$ cat src/rtl/aes_pkg.sv
// ---------------------------------------------------------------------------
// aes_pkg
// Shared AES constants and types for the encrypter datapath.
//   AES_BLOCK_WIDTH_IN_BYTES : bytes in one AES block (16)
//   aes_block_t              : one full AES block, byte 0 in the MSBs
// ---------------------------------------------------------------------------
package aes_pkg;

    localparam int AES_BLOCK_WIDTH_IN_BYTES = 16;

    typedef logic [AES_BLOCK_WIDTH_IN_BYTES*8-1:0] aes_block_t;

endpackage : aes_pkg

$ cat src/rtl/dvr_if.sv
// ---------------------------------------------------------------------------
// dvr_if
// Data/valid/rdy streaming interface. A beat transfers on a rising clock
// edge when valid && rdy.
//   data  : WIDTH-bit payload, driven by the master
//   valid : payload present, driven by the master
//   rdy   : sink can take a beat, driven by the slave
// ---------------------------------------------------------------------------
interface dvr_if #(
    parameter int WIDTH = 32
) ();

    logic [WIDTH-1:0] data;
    logic             valid;
    logic             rdy;

    modport master (output data, output valid, input  rdy);
    modport slave  (input  data, input  valid, output rdy);

endinterface : dvr_if

$ cat src/rtl/dvr_block_packer.sv
// ---------------------------------------------------------------------------
// dvr_block_packer
// Packs RATIO = OUT_WIDTH_IN_BYTES / IN_WIDTH_IN_BYTES narrow beats into one
// full-width output beat (one AES block) for the encrypter.
//   clk     : rising-edge clock
//   rst     : asynchronous active-high reset
//   msg_in  : dvr_if.slave,  IN_WIDTH_IN_BYTES*8 bits, narrow input stream
//   msg_out : dvr_if.master, OUT_WIDTH_IN_BYTES*8 bits, packed blocks
// Beat k of a block lands at bits [OUT_W-1-k*IN_W -: IN_W] (first beat in
// the MSBs). Output is valid one cycle after the last beat of a block.
// ---------------------------------------------------------------------------
module dvr_block_packer
    import aes_pkg::*;
#(
    parameter int IN_WIDTH_IN_BYTES  = 4,
    parameter int OUT_WIDTH_IN_BYTES = AES_BLOCK_WIDTH_IN_BYTES
) (
    input  logic   clk,
    input  logic   rst,
    dvr_if.slave   msg_in,
    dvr_if.master  msg_out
);

    localparam int IN_W  = IN_WIDTH_IN_BYTES * 8;
    localparam int OUT_W = OUT_WIDTH_IN_BYTES * 8;
    localparam int RATIO = OUT_WIDTH_IN_BYTES / IN_WIDTH_IN_BYTES;
    localparam int CW    = (RATIO > 1) ? $clog2(RATIO) : 1;
    // Accumulator holds every beat except the last one of a block.
    localparam int ACC_W = (RATIO > 1) ? (RATIO - 1) * IN_W : IN_W;
    localparam logic [CW-1:0] LAST_IDX = CW'(RATIO - 1);

    if ((OUT_WIDTH_IN_BYTES % IN_WIDTH_IN_BYTES) != 0 || RATIO < 2) begin : g_bad_params
        $error("dvr_block_packer: OUT width must be an integer multiple (>=2) of IN width");
    end

    logic [CW-1:0]    r_cnt;
    logic [ACC_W-1:0] r_acc;
    logic [OUT_W-1:0] r_out;
    logic             r_full;

    logic w_in_rdy;
    logic w_in_fire;
    logic w_out_fire;
    logic w_last;

    // Input stalls only while a finished block is waiting on the consumer.
    assign w_in_rdy   = !r_full || msg_out.rdy;
    assign w_in_fire  = msg_in.valid && w_in_rdy;
    assign w_out_fire = r_full && msg_out.rdy;
    assign w_last     = w_in_fire && (r_cnt == LAST_IDX);

    always_ff @(posedge clk or posedge rst) begin
        if (rst) begin
            r_cnt  <= '0;
            r_acc  <= '0;
            r_out  <= '0;
            r_full <= 1'b0;
        end else begin
            if (w_in_fire) begin
                if (w_last) begin
                    // Completing beat goes straight into the output register
                    // alongside the accumulated beats, so the output word is
                    // written only once per block and stays stable otherwise.
                    r_out <= {r_acc, msg_in.data};
                    r_cnt <= '0;
                end else begin
                    r_acc[(RATIO - 2 - int'(r_cnt)) * IN_W +: IN_W] <= msg_in.data;
                    r_cnt <= r_cnt + 1'b1;
                end
            end

            // A new block completing wins over the drain of the old one; a
            // drain coinciding with a non-final beat leaves the output empty
            // while the next block fills, so no block is presented twice.
            if (w_last) begin
                r_full <= 1'b1;
            end else if (w_out_fire) begin
                r_full <= 1'b0;
            end
        end
    end

    assign msg_in.rdy    = w_in_rdy;
    assign msg_out.valid = r_full;
    assign msg_out.data  = r_out;

endmodule : dvr_block_packer

$ cat src/flat_wrapper.sv
// flat-port wrapper written by rule: the top's interface ports become plain ports
module dvr_block_packer_flat import aes_pkg::*;
#(
    parameter int IN_WIDTH_IN_BYTES  = 4,
    parameter int OUT_WIDTH_IN_BYTES = AES_BLOCK_WIDTH_IN_BYTES
)
  (clk, rst, msg_in_data, msg_in_valid, msg_in_rdy, msg_out_data, msg_out_valid, msg_out_rdy);
  dvr_if #(.WIDTH(32)) msg_in_i ();
  dvr_if #(.WIDTH(128)) msg_out_i ();
  input  logic clk;
  input  logic rst;
  input wire logic [$bits(msg_in_i.data)-1:0] msg_in_data;
  input wire logic [$bits(msg_in_i.valid)-1:0] msg_in_valid;
  output wire logic [$bits(msg_in_i.rdy)-1:0] msg_in_rdy;
  output wire logic [$bits(msg_out_i.data)-1:0] msg_out_data;
  output wire logic [$bits(msg_out_i.valid)-1:0] msg_out_valid;
  input wire logic [$bits(msg_out_i.rdy)-1:0] msg_out_rdy;
  assign msg_in_i.data = msg_in_data;
  assign msg_in_i.valid = msg_in_valid;
  assign msg_in_rdy = msg_in_i.rdy;
  assign msg_out_data = msg_out_i.data;
  assign msg_out_valid = msg_out_i.valid;
  assign msg_out_i.rdy = msg_out_rdy;
  dvr_block_packer #(.IN_WIDTH_IN_BYTES(IN_WIDTH_IN_BYTES), .OUT_WIDTH_IN_BYTES(OUT_WIDTH_IN_BYTES)) u_core (.clk(clk), .rst(rst), .msg_in(msg_in_i), .msg_out(msg_out_i));
endmodule
$ cat config.mk
export PLATFORM = sky130hd
export DESIGN_NAME = dvr_block_packer_flat
export DESIGN_NICKNAME = d
export VERILOG_FILES = /design/src/rtl/aes_pkg.sv /design/src/rtl/dvr_if.sv /design/src/rtl/dvr_block_packer.sv /design/src/flat_wrapper.sv
export SDC_FILE = /design/constraint.sdc
export NUM_CORES = 1
export LEC_CHECK = 0
export BUFFER_PORTS_ARGS = -buffer_cell sky130_fd_sc_hd__buf_2
export CORE_MARGIN = 4
export CORE_UTILIZATION = 55
export CTS_CLUSTER_SIZE = 8
export DETAILED_ROUTE_END_ITERATION = 8
export GPL_TIMING_DRIVEN = 0
export PLACE_DENSITY = 0.79
export RECOVER_POWER = 50
export SLEW_MARGIN = 10
export SYNTH_ARGS = -nofsm -noshare
export SYNTH_HDL_FRONTEND = slang
export SYNTH_SLANG_ARGS = --single-unit
export TNS_END_PERCENT = 20
$ cat constraint.sdc
create_clock -name clk -period 10.9 [get_ports clk]
set_input_delay 0.545 -clock clk [delete_from_list [all_inputs] [get_ports clk]]
set_output_delay 0.545 -clock clk [all_outputs]
set_load 0.01 [all_outputs]
# Yosys cells after proc, flatten, opt, wreduce, memory -nomap -nowiden
# Index checks and enable logic that the tools add are counted.
dict set report word_totals {
  ramBits 0
  word_cells 23
  inputBits 36
  latch_bits 0
  n_memories 0
  out_inout_bits 130
  romBits 0
  register_bits 227
}
dict set report op_classes {
  n_eq_ne 1
  n_shift 2
  n_div 0
  add_sub_neg 3
  n_mux 4
  reduce_logical 8
  order_cmp 0
  mul 0
  n_bitwise 1
}
# operator n
set op_table {}
lappend op_table {{96-bit bitwise mux} 1}
lappend op_table {{32-bit by 33-bit variable shift with 96-bit output (first input constant)} 1}
lappend op_table {{32-bit by 33-bit indexed part select with 96-bit output} 1}
lappend op_table {{32-bit negation with 33-bit output} 1}
lappend op_table {{2-bit AND reduction} 2}
lappend op_table {{1-bit logical AND} 3}
lappend op_table {{2-bit by 2-bit subtractor with 3-bit output (first input constant)} 1}
lappend op_table {{2-bit by 1-bit adder with 2-bit output (second input constant)} 1}
lappend op_table {{2-bit equality test (second input constant)} 1}
lappend op_table {{1-bit two-way mux} 2}
lappend op_table {{2-bit two-way mux} 1}
lappend op_table {{2-bit nonzero test} 1}
lappend op_table {{1-bit zero test} 1}
lappend op_table {{1-bit logical OR} 1}
lappend op_table {{1-bit NOT} 1}

# Depth between registers and ports, before layout
# Gate-level depths: netlist of the first run.
dict set report depth {
  depth_word 6
  mapped_depth 7
  depth_no_buf 5
}

# Least setup slack after synthesis of the first run
# No wires, ideal clock.
dict set report synth_timing {
  kind {flip-flop to flip-flop}
  from {register u_core.r_cnt[0]}
  to {register u_core.r_acc[0]}
  required_ns 10.778
  path_slack_ns 9.130
  stages_incl_launch_ff 7
  period_less_slack_ns 1.770
  arrival_time_ns 1.648
  setup_ns 0.122
  n_path_buf 1
  cell_sequence {dfrtp_1 > inv_1 > ha_1 > nor2b_1 > clkbuf_1 > and3_1 > a32o_1}
}
dict set report synth_via {
  elab_chain_len 4
  word_cells_on_any_way 9
  cone_classes {add/sub: 2; eq/ne: 1; shift: 2; mux: 1; bitwise: 1; reduce/logical: 2}
}
# item line
set synth_rtl {}
lappend synth_rtl {{start: declaration} dvr_block_packer.sv:36} ;# logic [CW-1:0] r_cnt;
lappend synth_rtl {{start signal: assignment} dvr_block_packer.sv:68} ;# r_cnt <= r_cnt + 1'b1;
lappend synth_rtl {{2-bit by 2-bit subtractor with 3-bit output / 2-bit equality test (equally long branches)} {dvr_block_packer.sv:67, dvr_block_packer.sv:50}}
lappend synth_rtl {{32-bit negation with 33-bit output / 1-bit logical AND (equally long branches)} {dvr_block_packer.sv:67, dvr_block_packer.sv:50}}
lappend synth_rtl {{32-bit by 33-bit indexed part select with 96-bit output, or another cell as far along} dvr_block_packer.sv:67} ;# r_acc[(RATIO - 2 - int'(r_cnt)) * IN_W +: IN_W] <= msg_in.data;
lappend synth_rtl {{96-bit bitwise mux / 2-bit AND reduction (equally long branches)} -}
lappend synth_rtl {{end signal: indexed assignment} dvr_block_packer.sv:67}
lappend synth_rtl {{end: declaration} dvr_block_packer.sv:37} ;# logic [ACC_W-1:0] r_acc;
# Parallel ways exist; a longest one is shown, timed or not.
# A chain may end at the register's enable or synchronous reset.

==> flow_summary.toml, run 1 <==
[outcome]
outcome = "finished, violations left"
violations = "capacitance limit, slew limit"

[sta]
relSlewSlack_pct = -210
max_freq_mhz = 281
finalWorstSetupSlack_ps = 7340
final-setup-viol-count = 0
fin_crit_sh_pct = 32.6
rsz0062_at_grt = "no"
setup_tns_ps = 0
drv_slew = 107
worstMarginPinSlew_ps = 4620
finalCriticalPeriod_ps = 3560
finClkSkew_ps = 6.36
hold_violations = 0

[floorplanning]
dieArea_mm2 = 0.0189
core_mm2 = 0.0165
rows = 47
dieWidth_um = 137
fp.dieH_um = 137
initial_core_util_pct = 55.8
num_io_pins = 166

[clock_network]
root_buffer = "clkbuf_16"
cts_tree = "built"
ctsHoldBuffers = 0
numCtsBuffers = 34
clk-insertion-delay-late_ps = 490
clk_path_buf_depth = 3
htreeDepth = 2
clkTransAtPathRegs_ps = 50
clock_sinks = 227
cts_resized = 0
postCtsSetupRepairBufs = 0

[setup_path]
cp_max_fo = 107
r2r_slack_ps = 8570
critPathTopFamily = "buffers and inverters"
path_cells = "buf_2 -> clkinvlp_2"
startpoint_type = "input pin"
crit_required_ps = 10660
r2r_end = "u_core.r_acc[33]"
rr_worst_depth = 6
critPathKind = "in2async"
rr_startpoint = "u_core.r_cnt[0]"
cp_slowest_cell = "clkinvlp_2"
critical_path_arrival_ps = 3320
cp_num_buf_inv = 2
end_kind = "asynchronous set/reset pin"
cpPeakStageDelay_ps = 2540

[route]
drt-pass1-iter-count = 5
initialDrtViolationCount = 507
avgViaCountPerCell = 5.98
drc = 0
via_count = 6316
routed_wl_um = 22900
post_drt_wl_per_cell_um = 21.7
ant_nets = 0

[power_and_ir_drop]
power_leakage_nw = 5.64
ir_worst_vdd_mv = 0.175
powerDensity_mw_per_mm2 = 320

[yosys]
synth.area.mux_share_pct = 15.9
synth_compound_area_share_pct = 10.5
synth_top_family_by_area = "multiplexers"
synthAdderAreaFrac_pct = 0.815
ys_types = 23
ys_top_cells_by_area = "dfrtp_1 62%, a32o_1 10%, mux2_2 8.4%"
yosysTopAreaCell = "dfrtp_1"
ys_seq_elements = 227
postSynthCellCount = 632
yosysWarnings = 0
synth_top_area_share_pct = 61.6
synth_simple_gate_area_share_pct = 7.55
synth_area_mm2 = 0.00922
ys_seq_area_share_pct = 61.6
syn_area_per_cell_um2 = 14.6
synthesis.nets = 674
synth_xor_area_share_pct = 0.0950

[worst_hold_path]
min_from = "msg_in_data[31]"
hold_path_class = "in2reg"
min_path_cells = 2
min_to = "u_core.msg_out.data[31]"

[global_route]
antenna_found_initial = 0
grt_pass1_vias = 6769
grt-ovfl-total = 0
grt_pass1_wl_um = 36500
grt.total_usage_pct = 24.9
grt_max_degree = 122

[finish]
n_antenna_cell = 0
final_cells = 1056
drive_above_1_share_pct = 28.9
area_growth_pct = 21.5
nets = 876

[place]
place_congestion = 0.807
dpl.cell_count = 1018
port_buffers = 165
place_worst_setup_slack_ps = 8600
hpwlAfterDp_um = 15500

[run]
drv_cap = 1
-- placed cells by master (no fill, tap or decap), types with 2 or more instances in the layout --
cell       synthesis  routed
mux2_1            61      61
mux2_2            69      69
clkbuf_1          28      91
nand2_1            3       3
nand2b_1           2       2
buf_6              7       7
ha_1               6       6
nor2_1             2       2
and2_1            65      65
buf_2             11     113
buf_4             10      10
clkbuf_16          0      37
a32o_1            96      96
nand3_1            3       3
and3_1            32      32
inv_1              3       2
dfrtp_1          227     227
-- cell families after synthesis --
logic type	after synthesis
compound gates	97
mux	130
simple gates	112
buf+inv	59
flops	227
xor+xnor	1
fa+ha+maj	6
-- worst max path at each step --
stage	from	to	cells after the start
2_1_floorplan	rst	u_core.msg_out.data[0]	1
3_3_place_gp	rst	u_core.msg_out.data[15]	2
3_5_place_dp	u_core.r_cnt[0]	u_core.r_acc[32]	6
4_1_cts	u_core.r_cnt[0]	u_core.r_acc[33]	6
5_1_grt	rst	u_core.r_acc[49]	2
6_report	rst	u_core.r_acc[49]	2
-- stage by stage --
step	util [%]	instance area [µm²]	power [W]	hold slack (ps)
floorplan	-	9220	0.00218	458
global placement	62.4	10300	0.00261	466
detailed placement	62.6	10400	0.00269	474
CTS	68.3	11300	0.00364	224
global route	67.8	11200	0.00380	332
finish	67.8	11200	0.00359	338
-- cell usage after synthesis --
| cell type | count |
|---|---|
| mux2_2 | 69 |
| nor2_1 | 2 |
| nor2b_2 | 1 |
| nand2b_1 | 2 |
| a32o_1 | 96 |
| nand2_1 | 3 |
| nand3_2 | 1 |
| nand3b_1 | 1 |
| xor2_1 | 1 |
| clkbuf_1 | 28 |
| buf_4 | 10 |
| o21ai_1 | 1 |
| nand3_1 | 3 |
| buf_6 | 7 |
| and2_1 | 65 |
| dfrtp_1 | 227 |
| ha_1 | 6 |
| nor3_2 | 1 |
| mux2_1 | 61 |
| inv_1 | 3 |
| and3_1 | 32 |
| nor2b_1 | 1 |
| buf_2 | 11 |
-- final cells by class --
cell class / instances / area, µm²
Tap cell: 220 / 275
Inverter: 3 / 12.5
Timing Repair Buffer: 166 / 774
Multi-Input combinational cell: 346 / 3210
Clock inverter: 1 / 7.51
Fill cell: 1191 / 5330
Clock buffer: 37 / 926
Sequential cell: 227 / 5680
Buffer: 56 / 314
-- power breakdown --
part           internal, W  switching, W
Combinational     0.000535      0.000693
Clock             0.000590      0.000337
Sequential         0.00122      0.000215
Total              0.00234       0.00125
-- registers in the layout, summed over array words and instances, names as in the netlist --
signal	cells
u_core.msg_out.data	128
u_core.r_acc	96
u_core.r_cnt	2
u_core.msg_out.valid	1
-- metal layers --
layer	track usage, %	vias up	routed length (µm)
met4	6.10	0	359
met1	32.9	3266	9200
met3	5.84	39	1750
met2	42.1	256	11600
li1	-	2755	-
met5	0	-	0
(Power assumes the default switching activity.)
==> run 2: changes to the inputs <==
CORE_UTILIZATION = 50   (was 55)
PLACE_DENSITY = 0.76   (was 0.79)
clock period = 3.25 ns   (was 10.9 ns; I/O delays follow)
==> run 2 against run 1 <==
  * The run now ends clean
  * Total power grew to 3.3 times the previous value
  * Worst hold slack worse by 330 ps
  * Critical path type is now reg2reg
  * Sequential power rose to 3.3 times the previous value
  * Count of clock-buffer cells in the layout down 2
  * Cell area rose by 2.2%
  * Critical path depth grew 3
  * First-iteration DRC count fell by 16%
  * Global-route usage fell by 2.1 points
  * Non-clock buffer count grew 36
  * Core utilization decreased by 4.3 points
  * Highest routed layer unchanged
  * Clock power rose to 3.2 times the previous value
  * Wire length fell by 0.31%
==> flow_summary.toml, run 2 (synthesized netlist as in run 1, its figures left out) <==
[sta]
drv_slew = 0
finalCriticalPeriod_ps = 2280
rsz0062_at_grt = "no"
finClkSkew_ps = 12.5
worstMarginPinSlew_ps = 1050
relSlewSlack_pct = 29.9
hold_violations = 0
setup_tns_ps = 0
fin_crit_sh_pct = 70.2
final-setup-viol-count = 0
max_freq_mhz = 438
hold_slack_ps = 9.80

[route]
avgViaCountPerCell = 5.73
drt-pass1-iter-count = 4
drc = 0
ant_nets = 0
initialDrtViolationCount = 427
routed_wl_um = 22900
post_drt_wl_per_cell_um = 20.8
via_count = 6301

[clock_network]
numCtsBuffers = 34
root_buffer = "clkbuf_16"
htreeDepth = 2
ctsHoldBuffers = 31
clk_path_buf_depth = 3
clkTransAtPathRegs_ps = 50
cts_resized = 0
postCtsSetupRepairBufs = 0
clk-insertion-delay-late_ps = 490
cts_tree = "built"
clock_sinks = 227

[finish]
stdcell_area_mm2 = 0.0114
drive_above_1_share_pct = 20.6
layout_commonest_cell = "dfrtp_1"
final_cell_mix = "227 x dfrtp_1, 158 x clkbuf_1, 96 x a32o_1, 69 x mux2_2, 65 x and2_1"
area_growth_pct = 24.2
largest_reg_flops = 128
n_antenna_cell = 0
nets = 912
fillers = 1433

[setup_path]
critical_path_arrival_ps = 2700
startpoint_type = "register"
cp_max_fo = 10
end_kind = "register"
crit_required_ps = 3670
critPathKind = "reg2reg"

[outcome]
outcome = "complete, no violations"

[place]
hpwlAfterDp_um = 15200
placed_area_mm2 = 0.0105
port_buffers = 165
place_congestion = 0.781

[power_and_ir_drop]
ir_worst_vdd_mv = 0.526
power_w = 0.0118
powerDensity_mw_per_mm2 = 1030
power_leakage_nw = 5.51

[global_route]
grt.total_usage_pct = 22.8
grt_pass1_vias = 6814
antenna_found_initial = 0
grt_pass1_wl_um = 36900
grt-ovfl-total = 0
grt_max_degree = 39

[floorplanning]
initial_core_util_pct = 51.1
fp.dieH_um = 144
num_io_pins = 166
core_mm2 = 0.0180
dieArea_mm2 = 0.0207
dieWidth_um = 144
rows = 49

[worst_hold_path]
hold_path_class = "in2reg"

[run]
drv_cap = 0
-- run 2: cell types whose count changed in the layout (fill, tap and decap cells not counted), sizes merged --
cell	change
clkbuf	+68
buf	-65
dlygate4sd3	+31
inv	+1
-- run 2: through the flow --
stage                     utilization (%)  instances  setup slack [ps]
after global routing                 63.5       1100               773
after global placement               57.3       1026             -1210
after detailed placement             58.0       1032               959
after CTS                            64.7       1100               948
after floorplan                         -        632               122
final                                63.5       1100               967
-- run 2: path summary, 6_finish.rpt --
kind	cells after the start	slack, ps	startpoint	to
worst max-delay path	5	970	u_core.r_cnt[0]	u_core.r_acc[87]
max in group asynchronous	6	1130	rst	u_core.msg_out.data[75]
worst min-delay path	2	10	msg_in_data[16]	u_core.msg_out.data[16]
min in group asynchronous	3	400	rst	u_core.msg_out.data[87]
worst max register to register	5	970	u_core.r_cnt[0]	u_core.r_acc[87]
worst min register to register	1	480	u_core.r_acc[7]	u_core.r_acc[7]
-- run 2: layer usage --
layer,vias to the layer above,GRT usage [%],share of wire [%]
met4,0,6.14,1.9
met2,184,37.5,49
met5,-,0,0
met3,38,5.39,6.4
met1,3260,30.7,43
li1,2819,-,-
-- run 2: area by class of cell --
class                   count  area [µm²]  area share (%)
flip-flops and latches    227        5680            49.6
multi-input cells         346        3210            28.0
clock inverters             2        16.3           0.142
repair buffers            202        1050            9.16
inverters                   3        12.5           0.109
well taps                 229         287            2.50
clock buffers              35         876            7.65
plain buffers              56         314            2.74
-- run 2: report_power, final --
group	switching [W]	internal (W)	leakage, nW	total, W
Clock	0.00112	0.00188	0.436	0.00300
Sequential	0.000701	0.00408	3.06	0.00479
Combinational	0.00232	0.00172	2.02	0.00404
Total	0.00414	0.00769	5.51	0.0118
-- run 2: critical path: stages (launching register included) --
cell      delay, ps
dfrtp_1         500
inv_1           140
ha_1            370
nor3_2          500
clkbuf_1        450
a32o_1          260
==> run 3: changes to the inputs <==
ABC_AREA = 1   (was default)
clock period = 2.06 ns   (was 3.25 ns; I/O delays follow)
==> run 3 against run 2 <==
  * Critical path depth up 3
  * Clock power up 62%
  * Global-route usage up 3.8 points
  * Final cell count up 43%
  * Clock skew up 8.0 ps
  * Area after synthesis up 0.48%
  * Die area up 0.45%
  * Sequential share of layout area down 0.82 points
  * Worst setup slack worse by 890 ps
  * Cell area up 1.7%
  * Register-to-register slack worse by 890 ps
  * Core utilization up 0.86 points
  * Critical path type unchanged
  * Largest cell class unchanged
  * Largest power group unchanged
==> flow_summary.toml, run 3 <==
[yosys]
synth_commonest_cells = "522 x nand2_1, 227 x dfrtp_1, 97 x o21ai_0"
yosysTopAreaCell = "dfrtp_1"
postSynthCellCount = 1099
syn_area_per_cell_um2 = 8.42
synth_top_area_share_pct = 61.4
ys_types = 16
ys_async_sr_fraction_pct = 100
yosysWarnings = 0
ys_top_cells_by_area = "dfrtp_1 61%, nand2_1 21%, o21ai_0 5.2%"
synth_ff_type = "dfrtp_1"
synth_area_mm2 = 0.00926
synthesis.nets = 1141
synth_edf_count = 0
ys_seq_elements = 227
ys_seq_area_share_pct = 61.4
synth_most_common_cell = "nand2_1"

[sta]
max_freq_mhz = 505
finClkSkew_ps = 20.5
finalCriticalPeriod_ps = 1980
relSlewSlack_pct = 35.8
final-setup-viol-count = 0
rsz0062_at_grt = "no"
fin_crit_sh_pct = 96.1
finalWorstSetupSlack_ps = 80.7
drv_slew = 0
worstMarginPinSlew_ps = 958
setup_tns_ps = 0
hold_violations = 0

[clock_network]
cts_tree = "built"
numCtsBuffers = 34
root_buffer = "clkbuf_16"
clk-insertion-delay-late_ps = 510
clkTransAtPathRegs_ps = 50
clock_sinks = 227
htreeDepth = 2
clk_path_buf_depth = 3

[setup_path]
critical_path_arrival_ps = 2390
cpPeakStageDelay_ps = 440
critPathTopFamily = "buffers and inverters"
cp_max_fo = 10
startpoint_type = "register"
cp_slowest_cell = "dfrtp_2"
path_cells = "inv_1 -> ha_1 -> inv_1 -> nand2_1 -> nand2_2 -> clkbuf_2 -> nand3_1 -> o21ai_0"
crit_top_cell = "inv_1"
critPathKind = "reg2reg"
end_kind = "register"
cp_num_buf_inv = 3
r2r_slack_ps = 80
rr_startpoint = "u_core.r_cnt[0]"
critPathLaunch = "u_core.r_cnt[0]"
crit_required_ps = 2470

[finish]
area_growth_pct = 25.7
layout_commonest_cell = "nand2_1"
drive_above_1_share_pct = 9.64
final_cells = 1577
largest_reg_flops = 128
final_cell_mix = "521 x nand2_1, 226 x dfrtp_1, 155 x clkbuf_1, 97 x o21ai_0"
fillers = 1545
nets = 1388
stdcell_area_mm2 = 0.0116
n_antenna_cell = 0

[route]
avgViaCountPerCell = 5.25
drc = 0
wl_met3_um = 2240
ant_nets = 0
routed_wl_um = 26700
via_count = 8282
post_drt_wl_per_cell_um = 16.9
wl_met1_um = 11300
initialDrtViolationCount = 761
drt-pass1-iter-count = 5
top_layer = "met4"
wl_met2_um = 12500

[power_and_ir_drop]
powerDensity_mw_per_mm2 = 1560
power_leakage_nw = 6.04
ir_worst_vdd_mv = 0.829

[global_route]
grt.total_usage_pct = 26.5
grt-ovfl-total = 0
antenna_found_initial = 0
grt_pass1_vias = 8336
grt_max_degree = 38
grt_pass1_wl_um = 43200

[floorplanning]
dieArea_mm2 = 0.0208
fp.dieH_um = 144
rows = 49
initial_core_util_pct = 51.2
core_mm2 = 0.0181
dieWidth_um = 144
num_io_pins = 166

[run]
drv_cap = 0

[place]
placed_area_mm2 = 0.0105
port_buffers = 165
place_congestion = 0.914
hpwlAfterDp_um = 19300
place_worst_setup_slack_ps = -148
dpl.cell_count = 1500

[outcome]
outcome = "complete, no violations"

[worst_hold_path]
hold_path_class = "in2async"
-- run 3: changes by cell type in the layout (fill, tap and decap cells not counted), moves of 15 or more --
cell      change
a32o_1       -96
and2_1       -65
and3_1       -32
clkbuf_2     +15
inv_1        +38
mux2_1       -61
mux2_2       -69
nand2_1     +518
nand3_1      +62
nor2_1       +63
o21ai_0      +97
-- run 3: logic make-up (layout without fill, tap and decap cells) --
| family | Yosys count | in the layout | synth area share (%) |
|---|---|---|---|
| AOI/OAI and AO/OA | 98 | 98 | 5.30 |
| buffers and inverters | 108 | 357 | 4.64 |
| adders and majority gates | 6 | 6 | 0.811 |
| and+or+nand+nor | 659 | 659 | 27.8 |
| xor gates and xnor gates | 1 | 1 | 0.0946 |
| DFF | 227 | 227 | 61.4 |
-- run 3: final timing paths --
check,to,cells after the start
max,u_core.r_acc[94],8
min,u_core.msg_out.data[79],3
max reg2reg,u_core.r_acc[94],8
min reg2reg,u_core.msg_out.data[116],2
max in group asynchronous,u_core.msg_out.data[35],6
min in group clk,u_core.r_acc[56],4
-- run 3: metrics by stage --
step / util, % / power (W) / hold slack, ps
global placement: 57.4 / 0.0131 / 404
floorplan: - / 0.0108 / 263
CTS: 65.4 / 0.0184 / 182
detailed placement: 58.2 / 0.0133 / 165
global route: 64.3 / 0.0194 / 399
finish: 64.3 / 0.0182 / 305
-- run 3: area by class of cell --
| type | instances | area (µm²) | area share, % |
|---|---|---|---|
| buffer | 66 | 300 | 2.58 |
| clock buffer | 35 | 876 | 7.53 |
| clock inverter | 3 | 40.0 | 0.344 |
| inverter | 42 | 159 | 1.37 |
| multi-input combinational | 764 | 3160 | 27.2 |
| sequential | 227 | 5680 | 48.8 |
| tap | 229 | 287 | 2.46 |
| timing repair buffer | 211 | 1130 | 9.73 |
-- run 3: repair_timing --
action	CTS	global route
endpoints found under the setup margin	55	168
hold buffers	35	0
pin swaps	1	3
resized for setup	7	23
setup buffers	2	2
hold endpoints to repair	138	0
-- run 3: tightest hold or removal path, delay by kind of cell --
kind	cells	cell delay [ps]
buffers and inverters	3	1210
-- run 3: power by group --
part           internal [W]  switching [W]
Sequential          0.00611        0.00104
Combinational       0.00189        0.00429
Clock               0.00299        0.00186
-- run 3: routing by layer --
layer | GRT usage [%] | vias to the layer above
met2 | 42.8 | 368
li1 | - | 3895
met3 | 5.52 | 59
met1 | 36.4 | 3960
met5 | 0 | -
met4 | 8.28 | 0
